<file path="src/rtl/serdes_ddly_loader.sv">
// Loads requested IDELAY tap values into the ADC LVDS lanes one lane at a time
// and flags lanes whose readback does not match after a settle interval.
module serdes_ddly_loader #(
  parameter int                    LANES    = 5,
  parameter int                    TAPW     = 5,
  parameter int                    SETTLE   = 4,
  parameter logic [LANES*TAPW-1:0] DEF_DDLY = 25'h6318c6
) (
  input  logic                    clk_i,
  input  logic                    rstn_i,
  input  logic [LANES*TAPW-1:0]   ser_ddly_i,
  input  logic                    new_ddly_i,
  input  logic                    idly_rdy_i,
  input  logic [LANES*TAPW-1:0]   idly_cntval_i,
  output logic [LANES*TAPW-1:0]   idly_cnt_o,
  output logic [LANES-1:0]        idly_ld_o,
  output logic                    busy_o,
  output logic                    done_o,
  output logic [LANES-1:0]        mism_o
);

  localparam int              W           = LANES * TAPW;
  localparam int              LW          = (LANES > 1) ? $clog2(LANES) : 1;
  localparam logic [LW-1:0]   LAST_LANE   = LW'(LANES - 1);
  localparam logic [3:0]      SETTLE_LAST = 4'(SETTLE - 1);

  typedef enum logic [2:0] {
    ST_IDLE  = 3'd0,
    ST_START = 3'd1,
    ST_LOAD  = 3'd2,
    ST_WAIT  = 3'd3,
    ST_CHECK = 3'd4,
    ST_FIN   = 3'd5
  } state_e;

  state_e           state_r;
  state_e           state_nxt_s;
  logic [LW-1:0]    lane_r;
  logic [LW-1:0]    lane_nxt_s;
  logic [3:0]       wcnt_r;
  logic [3:0]       wcnt_nxt_s;
  logic [W-1:0]     shd_r;
  logic [W-1:0]     pnd_r;
  logic             pf_r;
  logic [LANES-1:0] ld_r;
  logic [LANES-1:0] ld_nxt_s;
  logic [LANES-1:0] mism_r;
  logic [LANES-1:0] mism_nxt_s;
  logic [LANES-1:0] cmp_s;
  logic             busy_r;
  logic             done_r;
  logic             start_s;
  logic             abort_s;

  // Per-lane readback compare against the shadow taps
  always_comb begin
    cmp_s = {LANES{1'b0}};
    for (int i = 0; i < LANES; i++) begin
      cmp_s[i] = (idly_cntval_i[i*TAPW +: TAPW] != shd_r[i*TAPW +: TAPW]);
    end
  end

  // Next-state, lane/counter update and load-strobe decode
  always_comb begin
    state_nxt_s = state_r;
    lane_nxt_s  = lane_r;
    wcnt_nxt_s  = wcnt_r;
    mism_nxt_s  = mism_r;
    start_s     = 1'b0;
    abort_s     = 1'b0;
    ld_nxt_s    = {LANES{1'b0}};

    case (state_r)
      ST_IDLE: begin
        if (pf_r && idly_rdy_i) begin
          state_nxt_s = ST_START;
          start_s     = 1'b1;
        end else begin
          state_nxt_s = ST_IDLE;
        end
      end
      ST_START: begin
        if (!idly_rdy_i) begin
          state_nxt_s = ST_IDLE;
          abort_s     = 1'b1;
        end else begin
          lane_nxt_s  = {LW{1'b0}};
          mism_nxt_s  = {LANES{1'b0}};
          state_nxt_s = ST_LOAD;
        end
      end
      ST_LOAD: begin
        if (!idly_rdy_i) begin
          state_nxt_s = ST_IDLE;
          abort_s     = 1'b1;
        end else begin
          wcnt_nxt_s  = 4'd0;
          state_nxt_s = ST_WAIT;
        end
      end
      ST_WAIT: begin
        if (!idly_rdy_i) begin
          state_nxt_s = ST_IDLE;
          abort_s     = 1'b1;
        end else if (wcnt_r == SETTLE_LAST) begin
          state_nxt_s = ST_CHECK;
        end else begin
          wcnt_nxt_s  = wcnt_r + 4'd1;
        end
      end
      ST_CHECK: begin
        if (!idly_rdy_i) begin
          state_nxt_s = ST_IDLE;
          abort_s     = 1'b1;
        end else begin
          mism_nxt_s[lane_r] = cmp_s[lane_r];
          if (lane_r == LAST_LANE) begin
            state_nxt_s = ST_FIN;
          end else begin
            lane_nxt_s  = lane_r + LW'(1);
            state_nxt_s = ST_LOAD;
          end
        end
      end
      ST_FIN: begin
        state_nxt_s = ST_IDLE;
      end
      default: begin
        state_nxt_s = ST_IDLE;
      end
    endcase

    // Strobe is registered, so decode it from the state being entered
    for (int i = 0; i < LANES; i++) begin
      if ((state_nxt_s == ST_LOAD) && (lane_nxt_s == LW'(i))) begin
        ld_nxt_s[i] = 1'b1;
      end else begin
        ld_nxt_s[i] = 1'b0;
      end
    end
  end

  // Sequencer state, lane index, settle counter and mismatch flags
  always_ff @(posedge clk_i or negedge rstn_i) begin
    if (!rstn_i) begin
      state_r <= ST_IDLE;
      lane_r  <= {LW{1'b0}};
      wcnt_r  <= 4'd0;
      mism_r  <= {LANES{1'b0}};
    end else begin
      state_r <= state_nxt_s;
      lane_r  <= lane_nxt_s;
      wcnt_r  <= wcnt_nxt_s;
      mism_r  <= mism_nxt_s;
    end
  end

  // Pending request capture; a fresh request beats both abort and start
  always_ff @(posedge clk_i or negedge rstn_i) begin
    if (!rstn_i) begin
      pnd_r <= DEF_DDLY;
      pf_r  <= 1'b1;
    end else if (new_ddly_i) begin
      pnd_r <= ser_ddly_i;
      pf_r  <= 1'b1;
    end else if (abort_s) begin
      pnd_r <= shd_r;
      pf_r  <= 1'b1;
    end else if (start_s) begin
      pf_r  <= 1'b0;
    end else begin
      pf_r  <= pf_r;
    end
  end

  // Shadow taps presented to the delay primitives
  always_ff @(posedge clk_i or negedge rstn_i) begin
    if (!rstn_i) begin
      shd_r <= DEF_DDLY;
    end else if (start_s) begin
      shd_r <= pnd_r;
    end else begin
      shd_r <= shd_r;
    end
  end

  // Registered status and strobe outputs
  always_ff @(posedge clk_i or negedge rstn_i) begin
    if (!rstn_i) begin
      ld_r   <= {LANES{1'b0}};
      busy_r <= 1'b0;
      done_r <= 1'b0;
    end else begin
      ld_r   <= ld_nxt_s;
      busy_r <= (state_nxt_s != ST_IDLE);
      done_r <= (state_nxt_s == ST_FIN);
    end
  end

  assign idly_cnt_o = shd_r;
  assign idly_ld_o  = ld_r;
  assign busy_o     = busy_r;
  assign done_o     = done_r;
  assign mism_o     = mism_r;

endmodule

</file>
<file path="config.mk">
export PLATFORM = sky130hd
export DESIGN_NAME = serdes_ddly_loader
export DESIGN_NICKNAME = d
export VERILOG_FILES = /design/src/rtl/serdes_ddly_loader.sv
export SDC_FILE = /design/constraint.sdc
export NUM_CORES = 1
export LEC_CHECK = 0
export CAP_MARGIN = 10
export CORE_UTILIZATION = 43
export DETAILED_ROUTE_END_ITERATION = 12
export GPL_TIMING_DRIVEN = 0
export PLACE_DENSITY = 0.72
export SLEW_MARGIN = 5
export SYNTH_ARGS = -nofsm -noshare
export SYNTH_HDL_FRONTEND = slang
export SYNTH_SLANG_ARGS = --single-unit
</file>
<file path="constraint.sdc">
create_clock -name clk_i -period 4.7 [get_ports clk_i]
set_clock_uncertainty 0.15 [all_clocks]
set_input_delay 0.94 -clock clk_i [delete_from_list [all_inputs] [get_ports clk_i]]
set_output_delay 0.94 -clock clk_i [all_outputs]
set_load 0.02 [all_outputs]
</file>
Word-level counts from Yosys, hierarchy flattened
Index checks and enable logic that the tools add are counted.
{ "op_classes": {"n_addsub": 2, "multipliers": 0, "div_mod_pow": 0, "n_lt_le_gt_ge": 2, "eq_ne": 22, "shift": 0, "muxes": 38, "bitwise_logic": 0, "reduce_logical": 17} }
{ "op_table": {"columns": ["op", "n"], "rows": [
  ["$mux 25", 2],
  ["$ne 5x5->1", 5],
  ["$mux 3", 7],
  ["$eq 3x2->1 const B", 5],
  ["$mux 1", 15],
  ["$pmux 3 s5", 1],
  ["$eq 3x3->1 const B", 4],
  ["$mux 4", 3],
  ["$mux 5", 2],
  ["$ne 2x2->1 const B", 5],
  ["$pmux 5 s2", 1],
  ["$pmux 4 s2", 1],
  ["$logic_and 1x1->1", 7],
  ["$eq 3x1->1 const B", 2],
  ["$logic_not 3->1", 2],
  ["$pmux 3 s2", 1],
  ["$reduce_bool 2->1", 3],
  ["$reduce_bool 3->1", 2],
  ["$bwmux 5", 1],
  ["$add 4x1->4 const B", 1],
  ["$eq 4x2->1 const B", 1],
  ["$lt 3x4->1 const B", 1],
  ["$mux 2", 2],
  ["$reduce_and 4->1", 1],
  ["other kinds (6)", 6]
]} }
{ "totals": {"regBits": 73, "latch_bits": 0, "ram_bits": 0, "romBits": 0, "elab_cells": 91, "memories": 0} }

Longest topological paths before layout
{ "logic_depth": {"depth_word": 7, "mapped_depth": 8, "depth_no_buf": 6} }

Worst setup path before layout
No wires, ideal clock.
{ "synth_timing": {"kind": "input-to-reg", "from": "input idly_rdy_i", "to": "register ld_r[4], in the netlist idly_ld_o[4]", "setup_ps": 106, "t_arrival_ps": 1917, "required_ps": 4444, "path_slack_ps": 2528, "path_stages": 4, "n_path_buf": 0, "cell_sequence": "and4bb_2 and4b_1 a211oi_2 nor4b_1"} }
{ "synth_via": {"word_cells_on_any_way": 14, "classes_between": "eq/ne: 2; mux: 10; reduce/logical: 2"} }
{ "synth_rtl": {"columns": ["element", "line_no", "source"], "rows": [
  ["from (decl)", "13", "input logic idly_rdy_i,"],
  ["$mux 3 (on tied branches)", "112, 83", null],
  ["$pmux 3 s2 (*)", "73", "case (state_r)"],
  ["via lane_nxt_s[2]", "39", "logic [LW-1:0] lane_nxt_s;"],
  ["$eq 3x3->1 (*)", "135", "if ((state_nxt_s == ST_LOAD) && (lane_nxt_s == LW'(i))) begin"],
  ["$logic_and 1x1->1 (*)", "135", null],
  ["$mux 1 (*)", "135", null],
  ["via ld_nxt_s[4]", "46", "logic [LANES-1:0] ld_nxt_s;"],
  ["to (signal assigned)", "190", "ld_r <= {LANES{1'b0}};"],
  ["to (signal assigned)", "194", "ld_r <= ld_nxt_s;"],
  ["to (decl)", "45", "logic [LANES-1:0] ld_r;"]
]} }
The timed path passes the listed nets; every way through them passes the cells marked *.
A chain may end at the register's enable or synchronous reset.

Final worst setup path
Ends and elaborated chain as after synthesis.

==> flow_metrics.env <==
export IMPL_tritoncts_num_sinks=73
export IMPL_post_drt_wl_per_cell_microns=15.0
export IMPL_reg2regPathDepth=8
export IMPL_drt_wl_total_microns=7820
export IMPL_ys_async_sr_fraction_pct=100
export IMPL_yosys_area_top_type="dfrtp_1"
export IMPL_crit_arrival_ns=2.84
export IMPL_synth_edf_count=0
export IMPL_ioPinCount=91
export IMPL_die_area_sq_mm=0.00865
export IMPL_ys_ff_latch=73
export IMPL_netlist_area_sq_mm=0.00356
export IMPL_via_per_inst=5.09
export IMPL_clock_latency_ns=0.34
export IMPL_cts_hold_buffers_added=0
export IMPL_drt_first_pass_iters=4
export IMPL_rr_startpoint="state_r[1]"
export IMPL_layout_area_seq_sq_mm=0.00185
export IMPL_leakagePower_uw=0.00199
export IMPL_final_common_cell="clkdlybuf4s50_1"
export IMPL_grt_max_degree=59
export IMPL_portBuffers=89
export IMPL_p_sw_share_pct=32.8
export IMPL_diodes=0
export IMPL_irDropWorstVdd_mv=0.262
export IMPL_worstMarginPinSlew_ns=0.706
export IMPL_drtIter0Drc=100
export IMPL_layout_common_cells="88 x clkdlybuf4s50_1, 52 x dfrtp_1, 34 x nand2_1"
export IMPL_period_needed_ns=2.78
export IMPL_finalSetupViolCount=0
export IMPL_die_h_microns=93.0
export IMPL_grt_busiest_layer="met2"
export IMPL_tritoncts="yes"
export IMPL_htreeDepth=3
export IMPL_numCtsBuffers=9
export IMPL_pwr_share_seq_pct=41.6
export IMPL_power_switching_uw=792
export IMPL_start_kind="primary input"
export IMPL_yosys_area_top_type_share_pct=36.5
export IMPL_r2r_slack_ns=2.59
export IMPL_multi_input_area_sq_mm=0.00157
export IMPL_coreArea_sq_mm=0.00789
export IMPL_cts_setup_buffers=0
export IMPL_setup_tns_ns=0
export IMPL_synthesis_instances=314
export IMPL_seq_area_frac_synth_pct=52.0
export IMPL_crit_path_end_kind="flop"
export IMPL_first_global_vias=2753
export IMPL_synth_area_leaders="dfrtp_1 37%, dfstp_2 15%, mux2_2 7.9%"
export IMPL_nets=472
export IMPL_syn_avg_cell_area_sq_um=11.3
export IMPL_cap_viol_max_count=0
export IMPL_drtAntennaViolNets=0
export IMPL_clockBufferDepth=2
export IMPL_fmax_ghz=0.359
export IMPL_clk_pin_slew_worst_paths_ns=0.07
export IMPL_synth_cell_types=48
export IMPL_vias=2655
export IMPL_initial_core_util_pct=45.2
export IMPL_startpoint="idly_rdy_i"
export IMPL_comb_power_share_pct=36.2
export IMPL_slew_viol_final=0
export IMPL_drive_gt1_share_pct=18.1
export IMPL_use_met3_pct=4.96
export IMPL_fillCellCount=663
export IMPL_place_hpwl_microns=5760
export IMPL_gp_congestion=0.837
export IMPL_synth_warnings=0
export IMPL_syn_nets=371
export IMPL_finalCritPeriodShare_pct=59.2
export IMPL_syn_to_final_growth_pct=35.5
export IMPL_status="finished clean"
export IMPL_internal_power_uw=1630
export IMPL_clockRootBuffer="clkbuf_8"
export IMPL_finalHoldViolCount=0
export IMPL_grt_pass1_wl_microns=13200
export IMPL_use_met1_pct=25.6
export IMPL_setup_worst_path_class="in -> reg"
export IMPL_antenna_found_initial=0
export IMPL_grtUsageMet2_pct=32.5
export IMPL_cts_resized=0
export IMPL_synth_flop_cell="dfrtp_1"
export IMPL_route_detailed_drc=0
export IMPL_crit_fanout=8
export IMPL_slew_headroom_pct=52.9
export IMPL_rows=32
export IMPL_fin_hold_ws_ns=0.307
export IMPL_rsz0062_at_grt="no"
export IMPL_grt_usage_pct=19.7
export IMPL_grt_remaining_overflow=0
export IMPL_critPathRequiredTime_ns=4.76
export IMPL_worst_hold_path_type="in -> async"
export IMPL_pwr_density_cell_mw_per_mm2=501
export IMPL_clkPwrFrac_pct=22.2
export IMPL_dieWidth_microns=93.0
[power groups by stage]
| stage | Sequential [uW] | Combinational (uW) | Clock (uW) |
|---|---|---|---|
| after floorplan | 1110 | 396 | 0 |
| after global placement | 1010 | 865 | 0 |
| after detailed placement | 1010 | 882 | 0 |
| after CTS | 1010 | 886 | 550 |
| after global routing | 1030 | 936 | 580 |
| final | 1010 | 875 | 537 |
[synthesized netlist by cell type, types with 3 or more instances]
| cell | n |
|---|---|
| dfrtp_1 | 52 |
| nand2_1 | 34 |
| mux2_2 | 25 |
| mux2i_1 | 25 |
| dfstp_2 | 21 |
| o21ai_1 | 19 |
| o21ai_0 | 16 |
| xor2_1 | 14 |
| xnor2_1 | 12 |
| nor3_1 | 10 |
| nand3_1 | 9 |
| nand2b_1 | 7 |
| clkbuf_1 | 6 |
| nor2_1 | 6 |
| a21oi_1 | 5 |
| inv_1 | 5 |
| nor3b_1 | 4 |
| buf_2 | 3 |
| ha_1 | 3 |
[cell type report]
type	instances	area share, %
clock inverters	5	1.63
plain buffers	16	2.46
multi-input cells	220	32.6
clock buffers	11	2.93
well taps	102	2.64
repair buffers	90	19.0
inverters	5	0.389
flip-flops and latches	73	38.4
[path summary, 6_finish.rpt]
path                                        to
worst max-delay path              idly_ld_o[4]
worst min-delay path                 mism_o[4]
worst max register to register       pnd_r[14]
worst min register to register  idly_cnt_o[14]
max in group asynchronous       idly_cnt_o[17]
min in group clk_i              idly_cnt_o[14]
[metrics by stage]
step                instance area, sq um  cells  worst slack, ns  total power (uW)  utilization, %
floorplan                           3560    314             2.53              1510               -
global placement                    4580    505            0.170              1870            58.1
detailed placement                  4610    506             1.58              1890            58.4
CTS                                 4830    522             1.94              2440            61.2
global route                        4830    522             1.79              2550            61.2
finish                              4830    522             1.92              2420            61.2
[cell families (layout without fill, tap and decap cells)]
family | after synthesis | in the layout | synth area share (%)
multiplexers | 50 | 50 | 14.9
AO/OA/AOI/OAI | 58 | 58 | 9.91
flip-flops | 73 | 73 | 52.0
adder cells (fa/ha/maj) | 3 | 3 | 1.05
XOR/XNOR | 26 | 26 | 6.39
AND/OR/NAND/NOR | 83 | 83 | 11.8
buffers and inverters | 21 | 127 | 3.86
[critical path, cell delays in order]
cell	delay (ns)
clkdlybuf4s50_1	0.56
and4bb_2	0.36
and4b_1	0.21
a211oi_2	0.39
nor4b_1	0.38
[layer usage]
layer  wire (microns)  up-vias
met2             3860       64
met3              317        6
met1             3590     1279
met4               53        0
met5                0        -
li1                 -     1306
[state kept, by name, indices dropped and copies added (netlist names)]
signal,cells
wcnt_r,4
lane_r,3
busy_o,1
done_o,1
pf_r,1
pnd_r,25
idly_cnt_o,25
idly_ld_o,5
state_r,3
mism_o,5
Note: power is estimated with default switching activity, not from simulation.
